### config.mk
export PLATFORM = sky130hd
export DESIGN_NAME = axil_cmd_master
export DESIGN_NICKNAME = d
export VERILOG_FILES = /design/src/rtl/axil_cmd_master.sv
export SDC_FILE = /design/constraint.sdc
export NUM_CORES = 1
export LEC_CHECK = 0
export ABC_AREA = 1
export BUFFER_PORTS_ARGS = -buffer_cell sky130_fd_sc_hd__buf_2
export CAP_MARGIN = 20
export CORE_AREA = 3 3 144 146
export DETAILED_ROUTE_END_ITERATION = 6
export DIE_AREA = 0 0 147 149
export PLACE_DENSITY = 0.77
export SLEW_MARGIN = 20
export SYNTH_ARGS = -nofsm -noshare
export SYNTH_HDL_FRONTEND = slang
export SYNTH_SLANG_ARGS = --single-unit
### constraint.sdc
create_clock -name user_clk -period 3.5 [get_ports user_clk]
set_clock_uncertainty 0.1 [all_clocks]
set_input_delay 0.35 -clock user_clk [delete_from_list [all_inputs] [get_ports user_clk]]
set_output_delay 0.35 -clock user_clk [all_outputs]
set_load 0.01 [all_outputs]
### src/rtl/axil_cmd_master.sv
// axil_cmd_master: single-beat AXI-Lite master executing READ / WRITE / POLL commands.
// Define AXIL_CMD_MASTER_WDOG_EN to add a sticky stall watchdog on wdog_err.
module axil_cmd_master #(
  parameter int AXIL_AW  = 32,
  parameter int AXIL_DW  = 32,
  parameter int POLL_MAX = 256,
  parameter int POLL_GAP = 4,
  parameter int WDOG_CYC = 1024
) (
  input  logic                 user_clk,
  input  logic                 user_reset,
  input  logic                 cmd_valid,
  output logic                 cmd_ready,
  input  logic [1:0]           cmd_op,
  input  logic [AXIL_AW-1:0]   cmd_addr,
  input  logic [AXIL_DW-1:0]   cmd_data,
  input  logic [AXIL_DW-1:0]   cmd_mask,
  input  logic [AXIL_DW/8-1:0] cmd_strb,
  output logic                 rsp_valid,
  input  logic                 rsp_ready,
  output logic [AXIL_DW-1:0]   rsp_data,
  output logic [1:0]           rsp_status,
  output logic [15:0]          rsp_attempts,
  output logic                 busy,
  output logic                 wdog_err,
  output logic [AXIL_AW-1:0]   m_axil_awaddr,
  output logic [2:0]           m_axil_awprot,
  output logic                 m_axil_awvalid,
  input  logic                 m_axil_awready,
  output logic [AXIL_DW-1:0]   m_axil_wdata,
  output logic [AXIL_DW/8-1:0] m_axil_wstrb,
  output logic                 m_axil_wvalid,
  input  logic                 m_axil_wready,
  input  logic [1:0]           m_axil_bresp,
  input  logic                 m_axil_bvalid,
  output logic                 m_axil_bready,
  output logic [AXIL_AW-1:0]   m_axil_araddr,
  output logic [2:0]           m_axil_arprot,
  output logic                 m_axil_arvalid,
  input  logic                 m_axil_arready,
  input  logic [AXIL_DW-1:0]   m_axil_rdata,
  input  logic [1:0]           m_axil_rresp,
  input  logic                 m_axil_rvalid,
  output logic                 m_axil_rready
);

  if (POLL_MAX < 1 || POLL_MAX > 65535) begin : g_bad_poll_max
    $error("axil_cmd_master: POLL_MAX must lie in 1..65535");
  end
  if (POLL_GAP < 0 || WDOG_CYC < 1) begin : g_bad_cfg
    $error("axil_cmd_master: POLL_GAP must be >= 0 and WDOG_CYC >= 1");
  end

  typedef enum logic [2:0] {
    S_IDLE, S_WR_ADDR_DATA, S_WR_RESP, S_RD_ADDR, S_RD_DATA, S_POLL_GAP_WAIT, S_RSP
  } state_t;

  localparam logic [1:0]  OP_WRITE   = 2'd1;
  localparam logic [1:0]  OP_POLL    = 2'd2;
  localparam logic [1:0]  ST_OK      = 2'b00;
  localparam logic [1:0]  ST_AXI_ERR = 2'b01;
  localparam logic [1:0]  ST_POLL_EX = 2'b10;
  localparam logic [15:0] ATT_MAX    = 16'(POLL_MAX);
  localparam logic [15:0] GAP_LAST   = (POLL_GAP > 0) ? 16'(POLL_GAP - 1) : 16'd0;

  state_t               state_q, state_d;
  logic [1:0]           op_q, op_d;
  logic [AXIL_AW-1:0]   addr_q, addr_d;
  logic [AXIL_DW-1:0]   data_q, data_d;
  logic [AXIL_DW-1:0]   mask_q, mask_d;
  logic [AXIL_DW/8-1:0] strb_q, strb_d;
  logic [15:0]          attempts_q, attempts_d;
  logic [15:0]          gap_cnt_q, gap_cnt_d;
  logic                 cmd_ready_q, cmd_ready_d;
  logic                 busy_q, busy_d;
  logic                 awvalid_q, awvalid_d;
  logic                 wvalid_q, wvalid_d;
  logic                 bready_q, bready_d;
  logic                 arvalid_q, arvalid_d;
  logic                 rready_q, rready_d;
  logic                 rsp_valid_q, rsp_valid_d;
  logic [AXIL_DW-1:0]   rsp_data_q, rsp_data_d;
  logic [1:0]           rsp_status_q, rsp_status_d;
  logic                 aw_done, w_done, poll_hit;

  always_comb begin
    state_d      = state_q;
    op_d         = op_q;
    addr_d       = addr_q;
    data_d       = data_q;
    mask_d       = mask_q;
    strb_d       = strb_q;
    attempts_d   = attempts_q;
    gap_cnt_d    = gap_cnt_q;
    awvalid_d    = awvalid_q;
    wvalid_d     = wvalid_q;
    bready_d     = bready_q;
    arvalid_d    = arvalid_q;
    rready_d     = rready_q;
    rsp_valid_d  = rsp_valid_q;
    rsp_data_d   = rsp_data_q;
    rsp_status_d = rsp_status_q;
    aw_done      = !awvalid_q || m_axil_awready;
    w_done       = !wvalid_q || m_axil_wready;
    poll_hit     = ((m_axil_rdata ^ data_q) & mask_q) == '0;

    case (state_q)
      S_IDLE: begin
        if (cmd_valid && cmd_ready_q) begin
          op_d       = cmd_op;
          addr_d     = cmd_addr;
          data_d     = cmd_data;
          mask_d     = cmd_mask;
          strb_d     = cmd_strb;
          attempts_d = '0;
          if (cmd_op == OP_WRITE) begin
            state_d   = S_WR_ADDR_DATA;
            awvalid_d = 1'b1;
            wvalid_d  = 1'b1;
          end else begin
            state_d   = S_RD_ADDR;
            arvalid_d = 1'b1;
          end
        end
      end
      // AW and W retire independently; move on once both have been accepted.
      S_WR_ADDR_DATA: begin
        if (awvalid_q && m_axil_awready) awvalid_d = 1'b0;
        if (wvalid_q && m_axil_wready)   wvalid_d  = 1'b0;
        if (aw_done && w_done) begin
          state_d  = S_WR_RESP;
          bready_d = 1'b1;
        end
      end
      S_WR_RESP: begin
        if (m_axil_bvalid) begin
          bready_d     = 1'b0;
          rsp_data_d   = '0;
          rsp_status_d = (m_axil_bresp != 2'b00) ? ST_AXI_ERR : ST_OK;
          rsp_valid_d  = 1'b1;
          state_d      = S_RSP;
        end
      end
      S_RD_ADDR: begin
        if (m_axil_arready) begin
          arvalid_d  = 1'b0;
          attempts_d = attempts_q + 16'd1;
          rready_d   = 1'b1;
          state_d    = S_RD_DATA;
        end
      end
      S_RD_DATA: begin
        if (m_axil_rvalid) begin
          rready_d   = 1'b0;
          rsp_data_d = m_axil_rdata;
          if (m_axil_rresp != 2'b00) begin
            rsp_status_d = ST_AXI_ERR;
            rsp_valid_d  = 1'b1;
            state_d      = S_RSP;
          end else if (op_q != OP_POLL || poll_hit) begin
            rsp_status_d = ST_OK;
            rsp_valid_d  = 1'b1;
            state_d      = S_RSP;
          end else if (attempts_q == ATT_MAX) begin
            rsp_status_d = ST_POLL_EX;
            rsp_valid_d  = 1'b1;
            state_d      = S_RSP;
          end else if (POLL_GAP == 0) begin
            arvalid_d = 1'b1;
            state_d   = S_RD_ADDR;
          end else begin
            gap_cnt_d = '0;
            state_d   = S_POLL_GAP_WAIT;
          end
        end
      end
      S_POLL_GAP_WAIT: begin
        if (gap_cnt_q == GAP_LAST) begin
          arvalid_d = 1'b1;
          state_d   = S_RD_ADDR;
        end else begin
          gap_cnt_d = gap_cnt_q + 16'd1;
        end
      end
      S_RSP: begin
        if (rsp_ready) begin
          rsp_valid_d = 1'b0;
          state_d     = S_IDLE;
        end
      end
      default: state_d = S_IDLE;
    endcase

    // Registering these from the next state keeps cmd_ready free of input paths.
    cmd_ready_d = (state_d == S_IDLE);
    busy_d      = (state_d != S_IDLE);
  end

  always_ff @(posedge user_clk) begin
    if (user_reset) begin
      state_q      <= S_IDLE;
      op_q         <= '0;
      addr_q       <= '0;
      data_q       <= '0;
      mask_q       <= '0;
      strb_q       <= '0;
      attempts_q   <= '0;
      gap_cnt_q    <= '0;
      cmd_ready_q  <= 1'b1;
      busy_q       <= 1'b0;
      awvalid_q    <= 1'b0;
      wvalid_q     <= 1'b0;
      bready_q     <= 1'b0;
      arvalid_q    <= 1'b0;
      rready_q     <= 1'b0;
      rsp_valid_q  <= 1'b0;
      rsp_data_q   <= '0;
      rsp_status_q <= '0;
    end else begin
      state_q      <= state_d;
      op_q         <= op_d;
      addr_q       <= addr_d;
      data_q       <= data_d;
      mask_q       <= mask_d;
      strb_q       <= strb_d;
      attempts_q   <= attempts_d;
      gap_cnt_q    <= gap_cnt_d;
      cmd_ready_q  <= cmd_ready_d;
      busy_q       <= busy_d;
      awvalid_q    <= awvalid_d;
      wvalid_q     <= wvalid_d;
      bready_q     <= bready_d;
      arvalid_q    <= arvalid_d;
      rready_q     <= rready_d;
      rsp_valid_q  <= rsp_valid_d;
      rsp_data_q   <= rsp_data_d;
      rsp_status_q <= rsp_status_d;
    end
  end

`ifdef AXIL_CMD_MASTER_WDOG_EN
  logic [31:0] wdog_cnt_q, wdog_cnt_d;
  logic        wdog_err_q, wdog_err_d;
  logic        wdog_run, axi_hs;

  // Counts stalled cycles while waiting on the slave; any handshake restarts it.
  always_comb begin
    axi_hs = (awvalid_q && m_axil_awready) || (wvalid_q && m_axil_wready) ||
             (bready_q && m_axil_bvalid) || (arvalid_q && m_axil_arready) ||
             (rready_q && m_axil_rvalid);
    wdog_run = (state_q == S_WR_ADDR_DATA) || (state_q == S_WR_RESP) ||
               (state_q == S_RD_ADDR) || (state_q == S_RD_DATA);
    wdog_cnt_d = '0;
    if (wdog_run && !axi_hs) begin
      wdog_cnt_d = (wdog_cnt_q == 32'(WDOG_CYC)) ? wdog_cnt_q : wdog_cnt_q + 32'd1;
    end
    wdog_err_d = wdog_err_q || (wdog_cnt_d == 32'(WDOG_CYC));
  end

  always_ff @(posedge user_clk) begin
    if (user_reset) begin
      wdog_cnt_q <= '0;
      wdog_err_q <= 1'b0;
    end else begin
      wdog_cnt_q <= wdog_cnt_d;
      wdog_err_q <= wdog_err_d;
    end
  end

  assign wdog_err = wdog_err_q;
`else
  assign wdog_err = 1'b0;
`endif

  assign cmd_ready      = cmd_ready_q;
  assign busy           = busy_q;
  assign rsp_valid      = rsp_valid_q;
  assign rsp_data       = rsp_data_q;
  assign rsp_status     = rsp_status_q;
  assign rsp_attempts   = attempts_q;
  assign m_axil_awaddr  = addr_q;
  assign m_axil_awprot  = 3'b000;
  assign m_axil_awvalid = awvalid_q;
  assign m_axil_wdata   = data_q;
  assign m_axil_wstrb   = strb_q;
  assign m_axil_wvalid  = wvalid_q;
  assign m_axil_bready  = bready_q;
  assign m_axil_araddr  = addr_q;
  assign m_axil_arprot  = 3'b000;
  assign m_axil_arvalid = arvalid_q;
  assign m_axil_rready  = rready_q;

endmodule

==> results of run 1 <==
layout by cell type, fill, tap and decap left out, types with 2 or more instances in the layout:
master / synthesis / routed
nor4_1: 7 / 7
o21ai_0: 117 / 117
nand4_1: 14 / 14
or2_2: 3 / 3
conb_1: 1 / 7
inv_2: 4 / 4
nand2_1: 235 / 235
nand2_2: 5 / 5
buf_2: 4 / 304
clkinv_4: 0 / 4
inv_6: 0 / 4
inv_1: 121 / 121
inv_8: 0 / 3
a31oi_1: 3 / 3
a21oi_1: 99 / 99
nor2_2: 4 / 4
diode_2: 0 / 2
nor3_1: 8 / 8
clkinv_2: 0 / 2
nand3_1: 61 / 61
xor2_1: 3 / 3
nand2_4: 2 / 2
clkbuf_16: 0 / 17
nor2_1: 196 / 196
buf_4: 39 / 8
ha_1: 3 / 3
dfxtp_1: 179 / 179
cell type report:
| class | instances | area (um^2) |
|---|---|---|
| fill | 1978 | 9470 |
| sequential | 179 | 3580 |
| multi-input combinational | 781 | 3500 |
| timing repair buffer | 312 | 1580 |
| inverter | 126 | 475 |
| clock buffer | 18 | 429 |
| tap | 265 | 332 |
| clock inverter | 14 | 144 |
| antenna | 2 | 5.00 |
through the flow:
step | setup slack [ns] | instances | power, uW | hold WS [ns] | utilization
5_1_grt | 0.859 | 1697 | 7620 | 0.0178 | 0.515
3_3_place_gp | 1.17 | 1663 | 5230 | 0.346 | 0.485
6_report | 1.15 | 1697 | 7120 | 0.0387 | 0.515
4_1_cts | 1.12 | 1695 | 7190 | 0.0219 | 0.515
3_5_place_dp | 1.13 | 1663 | 5290 | 0.349 | 0.485
2_1_floorplan | 1.79 | 1172 | 4470 | 0.330 | -
power breakdown:
group | internal [uW] | switching (uW) | total, uW
Combinational | 829 | 1560 | 2390
Clock | 1010 | 870 | 1880
Sequential | 2530 | 317 | 2850
Total | 4370 | 2750 | 7120
flip-flops by register name, indices dropped and copies added (netlist names):
register        cells
m_axil_rready       1
rsp_attempts       16
m_axil_bready       1
busy                1
op_q                2
m_axil_awvalid      1
m_axil_wdata       32
m_axil_wvalid       1
gap_cnt_q          16
state_q             3
mask_q             32
m_axil_arvalid      1
cmd_ready           1
rsp_valid           1
rsp_data           32
m_axil_araddr      32
rsp_status          2
m_axil_wstrb        4
critical path: cells and delay by family (launching register included):
family	cells	cell delay, ns
and+or+nand+nor	12	1.67
buffers and inverters	2	0.17
DFF	1	0.33
per-layer routing:
layer	routed length [um]	part of all wire	track usage	vias up
met5	27	0.0011	0	-
met4	377	0.016	0.0601	4
met3	1760	0.073	0.0614	31
met2	11800	0.49	0.366	263
met1	10300	0.42	0.268	3649
li1	-	-	-	4173
worst max-delay path by stage:
stage / depth (start not counted) / from / end / slack [ns]
after CTS: 14 / state_q[1] / rsp_attempts[13] / 1.12
final: 14 / state_q[1] / rsp_attempts[13] / 1.15
after global routing: 14 / state_q[1] / rsp_attempts[13] / 0.86
after detailed placement: 14 / state_q[1] / rsp_attempts[13] / 1.13
after floorplan: 9 / gap_cnt_q[0] / gap_cnt_q[10] / 1.79
after global placement: 14 / cmd_valid / rsp_attempts[13] / 1.17
cells by family after synthesis:
logic type               share of synthesized area
flip-flops                                   0.447
AO/OA/AOI/OAI                                0.143
XOR/XNOR                                   0.00437
AND/OR/NAND/NOR                              0.282
other                                     0.000468
buffers and inverters                        0.119
adder cells (fa/ha/maj)                    0.00468
==> impl_metrics.tcl, run 1 <==
set metrics [dict create \
    outcome "finished clean" \
    stdcell_area_mm2 0.0101 \
    ff2ff_path_depth 14 \
    vias 8120 \
    viasPerCell 4.78 \
    ys.flop_type "dfxtp_1" \
    die-area_mm2 0.0219 \
    whs_endpoint "m_axil_araddr[17]" \
    clock_tree.buffer_depth 2 \
    grt_pass1_wl_mm 38.2 \
    syn_area_mm2 0.00801 \
    drtIter0Drc 458 \
    clock_latency_ns 0.43 \
    crit_required_ns 3.72 \
    cts_tree "built" \
    yosys_warnings 0 \
    dp_hpwl_mm 17.8 \
    ios 312 \
    yosys.cell_types.count 38 \
    crit_path_max_fanout 30 \
    leakagePower_uw 0.00497 \
    r2r_end "rsp_attempts[13]" \
    slowest_stage "nor2_4" \
    synth_top_area_share 0.447 \
    start_util 0.410 \
    cts.sinks 179 \
    io_buffer_count 304 \
    max-cap-violations 0 \
    cp_cell_sequence "nor2_1 > nand2_2 > nor2_4 > inv_4 > nand2_4 > nand2_2 > nor2_2 > nand2_1 > inv_2 > nand2_2 > nor3_4 > nand2_1 > nor2_1 > nor2_1" \
    cp-end-kind "flop" \
    setup-tns-final_ns 0 \
    period_share 0.671 \
    fp.dieW_um 147 \
    final_nets 1567 \
    route.antenna.remaining_nets 0 \
    fmax_ghz 0.426 \
    synthTopCellsByCount "235 x nand2_1, 196 x nor2_1, 179 x dfxtp_1" \
    synthArstFlopShare 0 \
    synth_area_leaders "dfxtp_1 45%, nand2_1 11%, nor2_1 9.2%" \
    fp.dieH_um 149 \
    wl_mm 24.2 \
    postCtsSetupRepairBufs 0 \
    fin_crit_ns 2.35 \
    hold-path-cell-count 3 \
    crit_path_start_kind "flop" \
    arrival_ns 2.57 \
    layout-drive-gt1-share 0.257 \
    core-area_mm2 0.0195 \
    rows 51 \
    grt-ovfl-total 0 \
    slowest_delay_ns 0.58 \
    syn_inst 1166 \
    hold_path_class "input pin to flop" \
    avgRoutedWirePerCell_um 14.3 \
    cts_root_buffer "clkbuf_16" \
    area_growth_pct 25.4 \
    antenna_found_initial 4 \
    ff2ff_setup_slack_ns 1.15 \
    avgSynthCellArea_um2 6.87 \
    drv_slew 0 \
    place_area_mm2 0.00947 \
    p_per_area_mw_per_mm2 708 \
    worst_pin_slew_ns 0.822 \
    rsz0062_at_grt "no" \
    yosysSeqAreaShare 0.447 \
    clk_pin_slew_ns 0.08 \
    r2r-start "state_q[1]" \
    path_class "flop to flop" \
    ir_drop_mv 0.353 \
    ys_ff_latch 179 \
    setup_viol 0 \
    cts-buffers-inserted 17 \
    ctsResizeCount 0 \
    synth_edf_count 0 \
    yosysTopAreaCell "dfxtp_1" \
    grt_use_total 0.215 \
    min-delay-start "cmd_addr[17]" \
    drc 0 \
    yosysMostFrequentCell "nand2_1" \
    timing_hold_violations_final 0 \
    gp_congestion 0.862 \
    cts.htree.levels 4 \
    slew_headroom 0.452 \
    grt_start_max_net_pins 87 \
    drt_pass1_iterations 4 \
    cts-hold-fix-buffers 0 \
    grt_pass1_vias 7533 \
]
(Power assumes the default switching activity.)
==> run 2: changes to the inputs <==
clock period = 2.2 ns   (was 3.5 ns; I/O delays follow)
==> run 2 against run 1 <==
Power up 66%; sequential power up 59%; highest routed layer is now met4; clock power up 63%; critical path depth down 6; largest cell class unchanged; combinational power up 75%; clock-buffer cell count up 1; sequential share of layout area down 4.4 points; die area unchanged; utilization up 7.2 points.
==> impl_metrics.tcl, run 2 (synthesized netlist as in run 1, its figures left out) <==
set metrics [dict create \
    clk_pin_slew_ns 0.07 \
    die-area_mm2 0.0219 \
    whs_endpoint "m_axil_wdata[19]" \
    r2r_end "rsp_data[26]" \
    pre_cts_ws_ns 0.260 \
    arrival_ns 2.32 \
    fmax_ghz 0.481 \
    wl_mm 28.0 \
    max-cap-violations 0 \
    use_met2 0.432 \
    ff2ff_setup_slack_ns 0.12 \
    use_met1 0.292 \
    cts-buffers-inserted 17 \
    placed_cells 1670 \
    clock_tree.buffer_depth 2 \
    hold-path-cell-count 3 \
    drc 0 \
    ir_drop_mv 0.639 \
    min-delay-start "cmd_data[19]" \
    setup_viol 0 \
    fill_cells 1728 \
    rows 51 \
    grt-ovfl-total 0 \
    final_util 0.586 \
    fp.dieH_um 149 \
    fp.dieW_um 147 \
    crit_path_max_fanout 32 \
    grt_start_max_net_pins 69 \
    r2r-start "state_q[1]" \
    cts.sinks 179 \
    drv_slew 0 \
    layout-drive-gt1-share 0.240 \
    cp-end-kind "flop" \
    avgRoutedWirePerCell_um 15.3 \
    grt_pass1_wl_mm 44.2 \
    path_class "flop to flop" \
    fin_crit_ns 2.08 \
    start_util 0.410 \
    cts_root_buffer "clkbuf_16" \
    clock_latency_ns 0.42 \
    setup-tns-final_ns 0 \
    drtIter0Drc 536 \
    io_buffer_count 304 \
    core-area_mm2 0.0195 \
    cts.htree.levels 4 \
    period_share 0.946 \
    drt_pass1_iterations 5 \
    outcome "finished clean" \
    cts_tree "built" \
    grt_pass1_vias 8992 \
    setup_ws_ns 0.119 \
    worst_pin_slew_ns 0.743 \
    p_per_area_mw_per_mm2 1030 \
    final_cells 1832 \
    mostFrequentLayoutCells "304 x buf_2, 234 x nand2_1, 195 x nor2_1, 179 x dfxtp_1, 130 x dlygate4sd3_1" \
    slew_headroom 0.505 \
    gr-usage-met3 0.0614 \
    dp_hpwl_mm 18.0 \
    ff2ff_path_depth 8 \
    viasPerCell 5.00 \
    vias 9156 \
    grt_use_total 0.248 \
    timing_hold_violations_final 0 \
    ios 312 \
    final_nets 1704 \
    crit_required_ns 2.44 \
    leakagePower_uw 0.00556 \
    final_common_cell "buf_2" \
    busiest_layer "met2" \
    gp_congestion 0.875 \
    crit_path_start_kind "flop" \
    rsz0062_at_grt "no" \
    hold_path_class "input pin to flop" \
    area_growth_pct 42.9 \
    route.antenna.remaining_nets 0 \
    antenna_found_initial 1 \
]
-- run 2: worst max-delay path by stage --
stage	cells past startpoint	start	slack, ns	to
finish	8	state_q[1]	0.12	rsp_data[26]
global route	15	m_axil_rdata[1]	0.007	gap_cnt_q[12]
CTS	13	m_axil_rdata[27]	0.18	gap_cnt_q[1]
detailed placement	8	state_q[2]	0.26	cmd_ready
global placement	8	state_q[2]	0.30	cmd_ready
floorplan	9	gap_cnt_q[0]	0.49	gap_cnt_q[10]
-- run 2: where the power goes --
group,switching [uW],internal [uW],total [uW]
sequential,516,4030,4540
clock,1330,1730,3060
combinational,2670,1520,4190
-- run 2: through the flow --
stage	hold WS (ns)	cell area, um^2	power [uW]
2_1_floorplan	0.255	8040	7100
3_3_place_gp	0.340	9540	8420
3_5_place_dp	0.346	9540	8490
4_1_cts	0.00150	11400	11800
5_1_grt	0.00107	11400	12500
6_report	0.0147	11400	11800
-- run 2: per-layer routing --
layer  part of all wire  vias up
met1               0.40     4229
li1                   -     4446
met5                  0        -
met2               0.49      392
met4              0.036        0
met3              0.069       89
-- run 2: area by class of cell --
cell class	count	area (um^2)	share of cell area
Tap cell	265	332	0.0290
Clock inverter	12	145	0.0127
Clock buffer	19	443	0.0387
Sequential cell	179	3580	0.313
Inverter	126	475	0.0415
Timing Repair Buffer	449	2950	0.257
Antenna cell	1	2.50	0.000219
Multi-Input combinational cell	781	3520	0.308
-- run 2: worst max-delay path: stages (launching register included) --
cell and delay [ns]:
dfxtp_1 0.32, nor2_1 0.17, nand2_1 0.21, inv_1 0.21, nand2_1 0.10, o21ai_2 0.07, buf_4 0.41, nand2_1 0.17
a21oi_1 0.22
-- run 2: timing repair --
action,CTS,global route
gates resized for setup,0,4
setup buffers,0,0
setup endpoints to repair,0,12
hold buffers,130,0
hold endpoints to repair,130,0
